[config.mk]
export PLATFORM = sky130hd
export DESIGN_NAME = dmem_lsu_ctrl
export DESIGN_NICKNAME = d
export VERILOG_FILES = /design/src/rtl/dmem_lsu_ctrl_pkg.sv /design/src/rtl/dmem_lsu_ctrl_load_align.sv /design/src/rtl/dmem_lsu_ctrl.sv
export SDC_FILE = /design/constraint.sdc
export NUM_CORES = 1
export LEC_CHECK = 0
export CAP_MARGIN = 20
export CORE_MARGIN = 2
export CORE_UTILIZATION = 40
export DETAILED_ROUTE_END_ITERATION = 10
export PLACE_DENSITY = 0.83
export SLEW_MARGIN = 0
export SYNTH_ARGS = -nofsm -noshare
export SYNTH_HDL_FRONTEND = slang
export SYNTH_SLANG_ARGS = --single-unit
[constraint.sdc]
create_clock -name clk -period 2.5 [get_ports clk]
set_input_delay 0.5 -clock clk [delete_from_list [all_inputs] [get_ports clk]]
set_output_delay 0.5 -clock clk [all_outputs]
set_load 0.1 [all_outputs]
[src/rtl/dmem_lsu_ctrl_pkg.sv]
// Shared types and helpers for the data-memory load/store front-end.
// Size codes, FSM states, alignment check and store lane steering.
package dmem_lsu_ctrl_pkg;

  typedef enum logic [1:0] {
    LSU_B   = 2'b00,
    LSU_H   = 2'b01,
    LSU_W   = 2'b10,
    LSU_ILL = 2'b11
  } lsu_size_e;

  typedef enum logic [1:0] {
    ST_IDLE    = 2'b00,
    ST_LD_DATA = 2'b01,
    ST_LD_HOLD = 2'b10,
    ST_ACK     = 2'b11
  } lsu_state_e;

  function automatic logic lsu_misaligned(input lsu_size_e size, input logic [1:0] off);
    logic bad;
    bad = 1'b0;
    case (size)
      LSU_B:   bad = 1'b0;
      LSU_H:   bad = off[0];
      LSU_W:   bad = (off != 2'b00);
      default: bad = 1'b1;
    endcase
    return bad;
  endfunction

  function automatic logic [3:0] lsu_byte_en(input lsu_size_e size, input logic [1:0] off);
    logic [3:0] be;
    be = '0;
    case (size)
      LSU_B:   be = 4'b0001 << off;
      LSU_H:   be = 4'b0011 << off;
      LSU_W:   be = 4'b1111;
      default: be = '0;
    endcase
    return be;
  endfunction

  // Replicate the LSB-aligned store data so every enabled lane sees its bytes.
  function automatic logic [31:0] lsu_store_data(input lsu_size_e size, input logic [31:0] d);
    logic [31:0] wd;
    wd = '0;
    case (size)
      LSU_B:   wd = {4{d[7:0]}};
      LSU_H:   wd = {2{d[15:0]}};
      LSU_W:   wd = d;
      default: wd = '0;
    endcase
    return wd;
  endfunction

endpackage

[src/rtl/dmem_lsu_ctrl_load_align.sv]
// Load formatter: extracts the addressed lane from a 32-bit SRAM word and
// sign- or zero-extends it to 32 bits.
module lsu_load_align
  import dmem_lsu_ctrl_pkg::*;
(
  input  logic [31:0] i_rdata,
  input  logic [1:0]  i_offset,
  input  lsu_size_e   i_size,
  input  logic        i_unsigned,
  output logic [31:0] o_data
);

  logic [31:0] w_lane;
  logic        w_sbit;

  assign w_lane = i_rdata >> {i_offset, 3'b000};

  always_comb begin
    o_data = w_lane;
    w_sbit = 1'b0;
    case (i_size)
      LSU_B: begin
        w_sbit = w_lane[7] & ~i_unsigned;
        o_data = {{24{w_sbit}}, w_lane[7:0]};
      end
      LSU_H: begin
        w_sbit = w_lane[15] & ~i_unsigned;
        o_data = {{16{w_sbit}}, w_lane[15:0]};
      end
      default: o_data = w_lane;
    endcase
  end

endmodule

[src/rtl/dmem_lsu_ctrl.sv]
// Load/store front-end for a byte-masked, 1-cycle-read data SRAM.
// One op in flight; responses are held stable until consumed.
module dmem_lsu_ctrl
  import dmem_lsu_ctrl_pkg::*;
#(
  parameter int ADDR_WHITH = 10,
  parameter int DATA_WHITH = 32
) (
  input  logic                  clk,
  input  logic                  rst_n,
  input  logic                  req_valid,
  output logic                  req_ready,
  input  logic                  req_we,
  input  logic [1:0]            req_size,
  input  logic                  req_unsigned,
  input  logic [31:0]           req_addr,
  input  logic [DATA_WHITH-1:0] req_wdata,
  output logic                  resp_valid,
  input  logic                  resp_ready,
  output logic [DATA_WHITH-1:0] resp_rdata,
  output logic                  resp_err,
  output logic                  sram_cs,
  output logic [3:0]            sram_we,
  output logic [ADDR_WHITH-1:0] sram_addr,
  output logic [DATA_WHITH-1:0] sram_wdata,
  input  logic [DATA_WHITH-1:0] sram_rdata
);

  if (DATA_WHITH != 32) begin : g_bad_width
    $error("dmem_lsu_ctrl: only DATA_WHITH = 32 is supported");
  end

  lsu_state_e  r_state, w_state_nxt;
  logic [1:0]  r_off;
  lsu_size_e   r_size;
  logic        r_uns;
  logic        r_err;
  logic [31:0] r_hold;

  lsu_size_e   w_size;
  logic        w_accept;
  logic        w_err;
  logic        w_sram_go;
  logic [31:0] w_fmt;
  logic        w_unused_addr;

  assign w_unused_addr = ^req_addr[31:ADDR_WHITH+2];

  assign resp_valid = (r_state != ST_IDLE);
  assign req_ready  = !resp_valid || resp_ready;
  assign w_accept   = req_valid && req_ready;
  assign w_size     = lsu_size_e'(req_size);
  assign w_err      = lsu_misaligned(w_size, req_addr[1:0]);
  assign w_sram_go  = w_accept && !w_err;

  always_comb begin
    sram_cs    = 1'b0;
    sram_we    = '0;
    sram_addr  = '0;
    sram_wdata = '0;
    if (w_sram_go) begin
      sram_cs   = 1'b1;
      sram_addr = req_addr[ADDR_WHITH+1:2];
      if (req_we) begin
        sram_we    = lsu_byte_en(w_size, req_addr[1:0]);
        sram_wdata = lsu_store_data(w_size, req_wdata);
      end
    end
  end

  lsu_load_align u_load_align (
    .i_rdata    (sram_rdata),
    .i_offset   (r_off),
    .i_size     (r_size),
    .i_unsigned (r_uns),
    .o_data     (w_fmt)
  );

  // A new accept always wins: it can only happen when idle or when the
  // current response is being consumed in the same cycle.
  always_comb begin
    w_state_nxt = r_state;
    if (w_accept) begin
      w_state_nxt = (w_err || req_we) ? ST_ACK : ST_LD_DATA;
    end else if (resp_valid && resp_ready) begin
      w_state_nxt = ST_IDLE;
    end else if (r_state == ST_LD_DATA) begin
      w_state_nxt = ST_LD_HOLD;
    end
  end

  always_ff @(posedge clk or negedge rst_n) begin
    if (!rst_n) begin
      r_state <= ST_IDLE;
      r_off   <= '0;
      r_size  <= LSU_B;
      r_uns   <= 1'b0;
      r_err   <= 1'b0;
      r_hold  <= '0;
    end else begin
      r_state <= w_state_nxt;
      if (w_accept) begin
        r_off  <= req_addr[1:0];
        r_size <= w_size;
        r_uns  <= req_unsigned;
        r_err  <= w_err;
      end
      // The SRAM zeroes rdata once cs drops, so a stalled load must be captured.
      if (r_state == ST_LD_DATA && !resp_ready) begin
        r_hold <= w_fmt;
      end
    end
  end

  always_comb begin
    resp_rdata = '0;
    case (r_state)
      ST_LD_DATA: resp_rdata = w_fmt;
      ST_LD_HOLD: resp_rdata = r_hold;
      default:    resp_rdata = '0;
    endcase
  end

  assign resp_err = (r_state == ST_ACK) && r_err;

endmodule

==> qor.csv, run 1 <==
metric;value;unit
yosys.area.top_type;dfrtp_1;
netlist_area;0.00337;mm^2
track_usage;67.0;%
die_h;95.8;um
synth_nets;509;
synthFlopType;dfrtp_1;
lastStage;global routing (5_1_grt);
synth_top_area_share;29.7;%
dp_hpwl;11300;um
grt-ovfl-total;2;
synth_edf_count;0;
clk_path_buf_depth;2;
die_x;95.8;um
postGrtWorstEndpoint;resp_rdata[26];
worst_endpoint_kind;output port;
initial_core_util;41.2;%
clockRootBuffer;clkbuf_8;
io_buffers;165;
holdBufCountCts;0;
ios;186;
status;aborted with a tool error;
antenna_found_initial;2;
seq_area_frac_synth;29.7;%
place.gp.congestion;0.937;
ys_seq_elements;40;
syn_avg_cell_area;8.40;um^2
cts.htree.levels;2;
cts_sinks;40;
synth_area_leaders;dfrtp_1, mux2_2, a22oi_1, nand2_1, o21ai_0;
async_flop_share;100;%
rows;33;
synthCells;401;
cts_made_buffers;5;
synth.distinct_cells;39;
grt_max_degree;41;
error_line;[ERROR GRT-0232] Routing congestion too high. Check the congestion heatmap in the GUI.;
synth_warnings;0;
[metrics by stage]
stage | hold WS [ns] | util, % | instance area (um^2) | cells | setup slack (ns)
floorplan | 0.204 | - | 4040 | 401 | -0.423
global placement | 0.458 | 84.0 | 6870 | 681 | -0.261
detailed placement | 0.463 | 84.0 | 6870 | 681 | -0.360
CTS | 0.368 | 92.9 | 7590 | 708 | -0.181
[routing by layer]
layer	global-route usage [%]	overflow
met4	67.6	1
met2	88.9	1
met5	10.1	0
met1	68.3	0
met3	42.4	0
[kinds of logic after synthesis]
group | after synthesis | synth area share, %
compound gates | 146 | 29.3
fa+ha+maj | 4 | 1.49
buf+inv | 49 | 6.05
simple gates | 124 | 17.4
mux | 38 | 16.0
flops | 40 | 29.7
[timing repair]
action,4_1_cts
pin swaps,22
resized for setup,90
setup endpoints to repair,73
endpoints found under the hold margin,0
cloned,7
setup buffers,14
[cells in the mapped netlist, types with 2 or more instances]
cell type / count
mux4_1: 4
mux2_2: 26
nand3b_1: 2
nor2_1: 21
mux2i_1: 3
o31ai_1: 8
dfrtp_1: 40
a32oi_1: 16
a221oi_1: 8
o21ai_1: 3
a211oi_1: 8
a22oi_1: 32
clkbuf_1: 30
a21oi_1: 23
buf_1: 4
buf_6: 2
ha_1: 4
nor2b_1: 11
nand2_1: 59
nand2b_1: 3
and3_1: 8
buf_2: 3
inv_1: 9
mux4_2: 5
or3_1: 3
and2_1: 12
or2_2: 2
o21ai_0: 41
==> run 2: changes to the inputs <==
--- a/config.mk
+++ b/config.mk
@@ -9,7 +9,7 @@
 export CORE_MARGIN = 2
 export CORE_UTILIZATION = 40
 export DETAILED_ROUTE_END_ITERATION = 10
-export PLACE_DENSITY = 0.83
+export PLACE_DENSITY_LB_ADDON = 0.15
 export SLEW_MARGIN = 0
 export SYNTH_ARGS = -nofsm -noshare
 export SYNTH_HDL_FRONTEND = slang
==> run 2 against run 1 <==
Compared with the run above:
- the flow now finishes, with violations (negative setup slack)
- synthesized area is the same
- synthesized cell count stayed put
==> qor.csv, run 2 <==
metric;value;unit
synth-adder-area-share;1.49;%
power-per-cell-area;1120;mW/mm^2
vias;4845;
cts_tree;built;
area_growth;124;%
whs;0.318;ns
required;2.00;ns
maxSlewHeadroom;34.3;%
grt-ovfl-total;0;
final_common_cell;buf_12;
final.setup.tns;-7.57;ns
synth_compound_area_share;29.3;%
place.gp.congestion;0.847;
fmaxAchievable;0.354;GHz
via_per_inst;6.78;
final_hold_viol_count;0;
num-nets-final;716;
holdBufCountCts;0;
drive_above_1_share;53.2;%
synth_area_leaders;dfrtp_1, mux2_2, a22oi_1, nand2_1, o21ai_0;
wl;20200;um
timing.final.crit_share;113;%
ant_nets;0;
seq_area_frac_synth;29.7;%
place_ws;-0.311;ns
drv_cap;0;
grt_pass1_vias;4791;
setup.worst_path.start_class;flop;
track_usage;37.4;%
setup_viol;52;
clockRootBuffer;clkbuf_8;
cts_made_buffers;5;
clock_skew;0.0184;ns
failed_checks;negative setup slack;
synth.distinct_cells;39;
die_h;95.8;um
grt_max_degree;41;
initial_core_util;41.2;%
ys_seq_elements;40;
ys_top_cells_by_count;nand2_1, o21ai_0, dfrtp_1;
clk_pin_slew_worst_paths;0.10;ns
regMostFlops;r_hold;
synthCells;401;
synth_xor_area_share;0;%
dp_hpwl;10700;um
worst_pin_slew;0.985;ns
rsz0062_at_grt;true;
drc;0;
core;0.00818;mm^2
dieArea;0.00917;mm^2
fin_crit;2.83;ns
muxShareOfSynthArea;16.0;%
syn_avg_cell_area;8.40;um^2
rows;33;
io_buffers;165;
synth_warnings;0;
avgRoutedWirePerCell;28.3;um
firstDrtPassIters;8;
clk_path_buf_depth;2;
synthFlopType;dfrtp_1;
synth_most_common_cell;nand2_1;
peakVddDrop;0.00107;V
ios;186;
hp-class;in2async;
crit_fanout;16;
drtIter0Drc;572;
final_cell_mix;buf_12, clkdlybuf4s50_1, nand2_1;
cts.htree.levels;2;
status;finished with violations;
async_flop_share;100;%
cts_sinks;40;
synth_top_family_by_area;compound AO/OA/AOI/OAI gates;
synth_top_area_share;29.7;%
worstSetupEndpointType;primary output;
synth_nets;509;
cp.arrival;2.33;ns
grt_pass1_wl;26000;um
cellLeakagePower;2.91;nW
die_x;95.8;um
netlist_area;0.00337;mm^2
synth_simple_gate_area_share;17.4;%
slew_viol_final;0;
largest_reg_flops;32;
antenna_found_initial;2;
clock_latency;0.34;ns
finalWorstSetupSlack;-0.325;ns
crit_type;reg2out;
synth_edf_count;0;
yosys.area.top_type;dfrtp_1;
## run 2: cell counts after synthesis
Identical to the previous run, type by type.
## run 2: path summary, 6_finish.rpt
kind	startpoint	slack [ns]	to	depth (start not counted)
min in group clk	r_hold[22]	0.53	r_hold[22]	2
max in group asynchronous	rst_n	1.52	r_off[1]	1
hold / removal	rst_n	0.32	r_hold[14]	1
hold reg to reg	r_hold[22]	0.53	r_hold[22]	2
setup / recovery	r_off[0]	-0.33	resp_rdata[28]	6
setup reg to reg	r_state[0]	0.12	r_hold[16]	6
## run 2: cell families (layout without fill, tap and decap cells)
group	after synthesis	after routing
AO/OA/AOI/OAI	146	146
AND/OR/NAND/NOR	124	124
buffers and inverters	49	257
flip-flops	40	40
multiplexers	38	38
adder cells (fa/ha/maj)	4	4
other	0	1
## run 2: report_power, final
group	switching, mW	total, mW	internal (mW)
Clock	0.293	0.594	0.301
Sequential	0.270	1.17	0.903
Combinational	4.07	6.64	2.57
Total	4.64	8.41	3.77
## run 2: final cells by class
cell class | count | area (um^2)
well taps | 105 | 131
clock buffers | 5 | 68.8
diodes | 1 | 2.50
inverters | 9 | 41.3
fillers | 256 | 634
flip-flops and latches | 40 | 1000
multi-input cells | 312 | 3030
repair buffers | 240 | 3220
clock inverters | 3 | 46.3
## run 2: per-stage QoR
step / instances / util (%) / cell area, um^2 / total power, mW
after CTS: 705 / 89.6 / 7320 / 7.84
after global routing: 715 / 92.2 / 7540 / 8.61
after detailed placement: 683 / 84.2 / 6880 / 6.83
final: 715 / 92.2 / 7540 / 8.41
after global placement: 683 / 84.2 / 6880 / 6.68
after floorplan: 401 / - / 4040 / 4.83
## run 2: worst max-delay path: stages, from the launching register on
cell and delay, ns:
dfrtp_2 0.52, buf_6 0.17, buf_16 0.15, clkinvlp_4 0.32, a32oi_1 0.49, o21ai_4 0.13, buf_12 0.19
## run 2: repair_timing
action                                  in CTS  in global routing
pin swaps                                    6                 23
cloned                                       4                  1
gates resized for setup                     55                 32
buffers inserted                            10                 16
endpoints found under the setup margin      79                 78
## run 2: routing by layer
metal,GRT usage (%),routed length [um]
met4,18.2,1570
met1,43.8,6780
met3,8.46,1960
met5,0,16
met2,64.5,9910
Note: power is estimated with default switching activity, not from simulation.
==> run 3: changes to the inputs <==
--- a/config.mk
+++ b/config.mk
@@ -5,12 +5,12 @@
 export SDC_FILE = /design/constraint.sdc
 export NUM_CORES = 1
 export LEC_CHECK = 0
-export CAP_MARGIN = 20
+export CAP_MARGIN = 25
 export CORE_MARGIN = 2
 export CORE_UTILIZATION = 40
 export DETAILED_ROUTE_END_ITERATION = 10
 export PLACE_DENSITY_LB_ADDON = 0.15
-export SLEW_MARGIN = 0
+export SLEW_MARGIN = 20
 export SYNTH_ARGS = -nofsm -noshare
 export SYNTH_HDL_FRONTEND = slang
 export SYNTH_SLANG_ARGS = --single-unit
==> run 3 against run 2 <==
Compared with the run above:
- the flow still finishes with violations (negative setup slack)
- clock power decreased by 3%
- register-to-register slack got worse by 0.07 ns
- hold slack got worse by 0.29 ns
- critical endpoint is now resp_rdata[16]
- combinational power hardly changed
- total power up 0.24%
- die area unchanged
- highest routed layer is now met4
- wire length up 2.0%
==> qor.csv, run 3 (synthesis results as in run 2) <==
metric;value;unit
antenna_found_initial;1;
clock_latency;0.33;ns
worst_pin_slew;0.568;ns
power;8.43;mW
final_hold_viol_count;0;
power-per-cell-area;1110;mW/mm^2
hp-class;in2async;
maxSlewHeadroom;62.1;%
area_growth;125;%
die_h;95.8;um
dieArea;0.00917;mm^2
cts_made_buffers;5;
track_usage;37.4;%
grt_max_degree;41;
grt_pass1_vias;4791;
dp_hpwl;10700;um
fmaxAchievable;0.350;GHz
avgRoutedWirePerCell;28.8;um
clk_path_buf_depth;2;
clk_pin_slew_worst_paths;0.10;ns
firstDrtPassIters;5;
cts_sinks;40;
wl;20700;um
via_per_inst;6.81;
regMostFlops;r_hold;
place.gp.congestion;0.847;
io_buffers;165;
largest_reg_flops;32;
crit_type;in2out;
cpMostUsedCell;buf_12;
peakVddDrop;0.000811;V
cp_top_family;buffers and inverters;
fillCellCount;249;
cp.buffers_inverters;3;
finalWorstSetupSlack;-0.360;ns
rsz0062_at_grt;true;
final_cell_mix;buf_12, clkdlybuf4s50_1, nand2_1;
fin_crit;2.86;ns
whs;0.0291;ns
required;2.00;ns
drc;0;
clock_skew;0.0175;ns
cp.arrival;2.36;ns
die_x;95.8;um
cp_slowest_stage_delay;0.60;ns
cellLeakagePower;2.93;nW
core;0.00818;mm^2
initial_core_util;41.2;%
drv_cap;0;
crit_slowest_cell;mux4_2;
holdBufCountCts;0;
setup.worst_path.start_class;input pin;
drive_above_1_share;53.6;%
cp_cell_sequence;dlygate4sd2_1, mux2i_1, mux4_2, buf_12, o21ai_2, buf_12;
ant_nets;0;
num-nets-final;715;
grt-ovfl-total;0;
final.setup.tns;-9.68;ns
cts.htree.levels;2;
grt_pass1_wl;26000;um
failed_checks;negative setup slack;
status;finished with violations;
drtIter0Drc;567;
clockRootBuffer;clkbuf_8;
final_common_cell;buf_12;
ios;186;
postLayoutCoreUtil;92.6;%
vias;4878;
slew_viol_final;0;
crit_fanout;14;
timing.final.crit_share;114;%
cts_tree;built;
worstSetupEndpointType;primary output;
rows;33;
setup_viol;52;
[run 3: report_power, final]
group          internal (mW)  switching (mW)  leakage [nW]
Sequential             0.903           0.273         0.494
Clock                  0.301           0.277        0.0548
Combinational           2.56            4.12          2.38
Total                   3.76            4.67          2.93
[run 3: metal layers]
layer / global-route usage, % / share of wire, % / vias up
met1: 43.8 / 34 / 2339
met4: 18.2 / 7.5 / 0
li1: - / - / 1917
met2: 64.5 / 49 / 472
met5: 0 / 0 / -
met3: 8.46 / 9.2 / 150
[run 3: worst paths after layout]
path	from	endpoint	slack, ns	cells after the start
worst min-delay path	rst_n	r_hold[15]	0.03	1
worst max-delay path	sram_rdata[15]	resp_rdata[16]	-0.36	6
worst max register to register	r_state[0]	r_hold[16]	0.05	6
min in group clk	r_hold[30]	r_hold[30]	0.54	2
max in group asynchronous	rst_n	r_hold[28]	1.99	2
worst min register to register	r_hold[30]	r_hold[30]	0.54	2
[run 3: final cells by class]
| cell class | count | area [um^2] | area share, % |
|---|---|---|---|
| inverters | 9 | 41.3 | 0.545 |
| diodes | 3 | 7.51 | 0.0991 |
| well taps | 105 | 131 | 1.73 |
| clock inverters | 3 | 46.3 | 0.611 |
| clock buffers | 5 | 68.8 | 0.909 |
| repair buffers | 239 | 3240 | 42.8 |
| flip-flops and latches | 40 | 1000 | 13.2 |
| multi-input cells | 312 | 3040 | 40.1 |
[run 3: stage by stage]
stage | setup WS [ns] | area, um^2 | instances
final | -0.360 | 7570 | 716
after detailed placement | -0.311 | 6880 | 683
after global routing | -0.378 | 7570 | 714
after CTS | -0.192 | 7320 | 705
after floorplan | -0.423 | 4040 | 401
after global placement | -0.239 | 6880 | 683
[run 3: repair_timing]
item / 4_1_cts / 5_1_grt
endpoints found under the setup margin: 79 / 78
buffers inserted: 10 / 10
gates resized for setup: 55 / 31
cloned: 4 / 3
hold endpoints to repair: 0 / 0
pin swaps: 6 / 17
==> run 4: changes to the inputs <==
--- a/config.mk
+++ b/config.mk
@@ -6,10 +6,12 @@
 export NUM_CORES = 1
 export LEC_CHECK = 0
 export CAP_MARGIN = 25
+export CELL_PAD_IN_SITES_DETAIL_PLACEMENT = 0
+export CELL_PAD_IN_SITES_GLOBAL_PLACEMENT = 1
 export CORE_MARGIN = 2
-export CORE_UTILIZATION = 40
+export CORE_UTILIZATION = 27
 export DETAILED_ROUTE_END_ITERATION = 10
-export PLACE_DENSITY_LB_ADDON = 0.15
+export PLACE_DENSITY_LB_ADDON = 0.1
 export SLEW_MARGIN = 20
 export SYNTH_ARGS = -nofsm -noshare
 export SYNTH_HDL_FRONTEND = slang
==> run 4 against run 3 <==
Compared with the run above:
- the run still ends with negative setup slack left
- combinational power decreased by 3.4%
- die area increased by 46%
- first-iteration DRC count down 56%
- clock skew is 0.015 ns lower
- clock-buffer cell count grew 1
- sequential power decreased by 7%
- critical path depth unchanged
- hold slack better by 0.058 ns
- sequential cell count unchanged
- wire length down 29%
- cell area grew 3.0%
- maximum frequency is 10% higher
- critical endpoint is now resp_rdata[20]
- largest cell class unchanged
- highest routed layer unchanged
==> qor.csv, run 4 (synthesis results as in run 2) <==
metric;value;unit
ios;186;
clock_skew;0.00293;ns
antenna_found_initial;0;
layoutNonFillerInstCount;778;
final-seq-area;0.00100;mm^2
setup_viol;21;
die_x;116;um
multi_input_area;0.00309;mm^2
power;8.31;mW
cp.arrival;2.10;ns
ant_nets;0;
grt_max_degree;41;
fillCellCount;982;
initial_core_util;27.8;%
maxSlewHeadroom;63.5;%
required;2.00;ns
cts_sinks;40;
final_hold_viol_count;0;
rsz0062_at_grt;true;
via_per_inst;5.19;
avgRoutedWirePerCell;18.7;um
power-per-cell-area;1070;mW/mm^2
vias;4040;
timing.final.crit_share;104;%
fin_crit;2.60;ns
failed_checks;negative setup slack;
clk_pin_slew_worst_paths;0.06;ns
cp_top_family;multiplexers;
final.setup.tns;-1.33;ns
num-nets-final;717;
insertedDiodeCount;0;
whs;0.0867;ns
grt-ovfl-total;0;
finalWorstSetupSlack;-0.101;ns
crit_slowest_cell;mux4_2;
cts_made_buffers;5;
wl;14600;um
largest_reg_flops;32;
crit_fanout;9;
holdBufCountCts;0;
clk_path_buf_depth;2;
worstSetupEndpointType;primary output;
final_cell_mix;buf_12, clkdlybuf4s50_1, nand2_1;
cts_tree;built;
track_usage;20.9;%
clockRootBuffer;clkbuf_16;
cpMostUsedCell;buf_12;
die_h;116;um
io_buffers;165;
area_growth;132;%
grt_pass1_vias;3976;
cp_cell_sequence;buf_12, mux2i_2, mux4_2, buf_6, o21ai_4, buf_12;
status;finished with violations;
peakVddDrop;0.000624;V
slew_viol_final;0;
dp.cells;749;
drv_cap;0;
final_common_cell;buf_12;
clock_latency;0.28;ns
fmaxAchievable;0.384;GHz
drtIter0Drc;251;
drc;0;
cts.htree.levels;2;
cp.buffers_inverters;3;
cellLeakagePower;3.01;nW
dieArea;0.0134;mm^2
place_ws;-0.300;ns
crit_type;reg2out;
dp_hpwl;10500;um
cp_slowest_stage_delay;0.52;ns
regMostFlops;r_hold;
setup.worst_path.start_class;flop;
place.gp.congestion;0.804;
drive_above_1_share;55.1;%
hp-class;in2async;
rows;40;
grt_pass1_wl;21900;um
firstDrtPassIters;6;
core;0.0121;mm^2
worst_pin_slew;0.548;ns
==> run 4: cell count changes in the layout (fill, tap and decap cells not counted), sizes merged <==
cell / previous run / this run
buf: 157 / 160
bufbuf: 0 / 1
clkbuf: 8 / 7
clkdlybuf4s50: 72 / 67
clkinv: 0 / 1
clkinvlp: 3 / 2
diode: 3 / 0
dlygate4sd2: 5 / 8
dlymetal6s2s: 2 / 4
inv: 8 / 7
==> run 4: stage by stage <==
step / cell area (um^2) / util, %
floorplan: 4040 / -
global placement: 6990 / 57.7
detailed placement: 6990 / 57.7
CTS: 7450 / 61.5
global route: 7800 / 64.4
finish: 7800 / 64.4
==> run 4: final timing paths <==
| check | end | startpoint | cells past startpoint | slack [ns] |
|---|---|---|---|---|
| max in group asynchronous | r_off[0] | rst_n | 2 | 1.95 |
| min | r_hold[1] | rst_n | 1 | 0.09 |
| max | resp_rdata[20] | r_off[0] | 6 | -0.10 |
| min in group clk | r_hold[4] | r_hold[4] | 2 | 0.49 |
| min reg2reg | r_hold[4] | r_hold[4] | 2 | 0.49 |
| max reg2reg | r_hold[30] | r_off[0] | 7 | 0.37 |
==> run 4: power by group <==
group	switching (mW)	leakage, nW	total [mW]	internal, mW
logic	3.86	2.43	6.44	2.58
clock network	0.275	0.0871	0.776	0.500
registers	0.195	0.494	1.10	0.905
==> run 4: cell type report <==
type                    instances  share of cell area [%]
well taps                     168                    2.69
repair buffers                241                    42.1
flip-flops and latches         40                    12.9
clock inverters                 2                   0.497
inverters                       9                   0.529
multi-input cells             312                    39.6
clock buffers                   6                    1.78
==> run 4: what timing repair did <==
action,in CTS,in global routing
gates cloned,5,2
gates resized for setup,49,55
pin swaps,17,13
setup endpoints to repair,73,73
setup buffers,5,11
==> run 4: metal layers <==
| metal | vias up | GRT usage (%) | part of all wire, % |
|---|---|---|---|
| met2 | 117 | 33.3 | 50 |
| met1 | 1994 | 28.7 | 43 |
| met3 | 12 | 5.44 | 6.3 |
| met4 | 0 | 4.44 | 1.0 |
| li1 | 1917 | - | - |
| met5 | - | 0 | 0 |
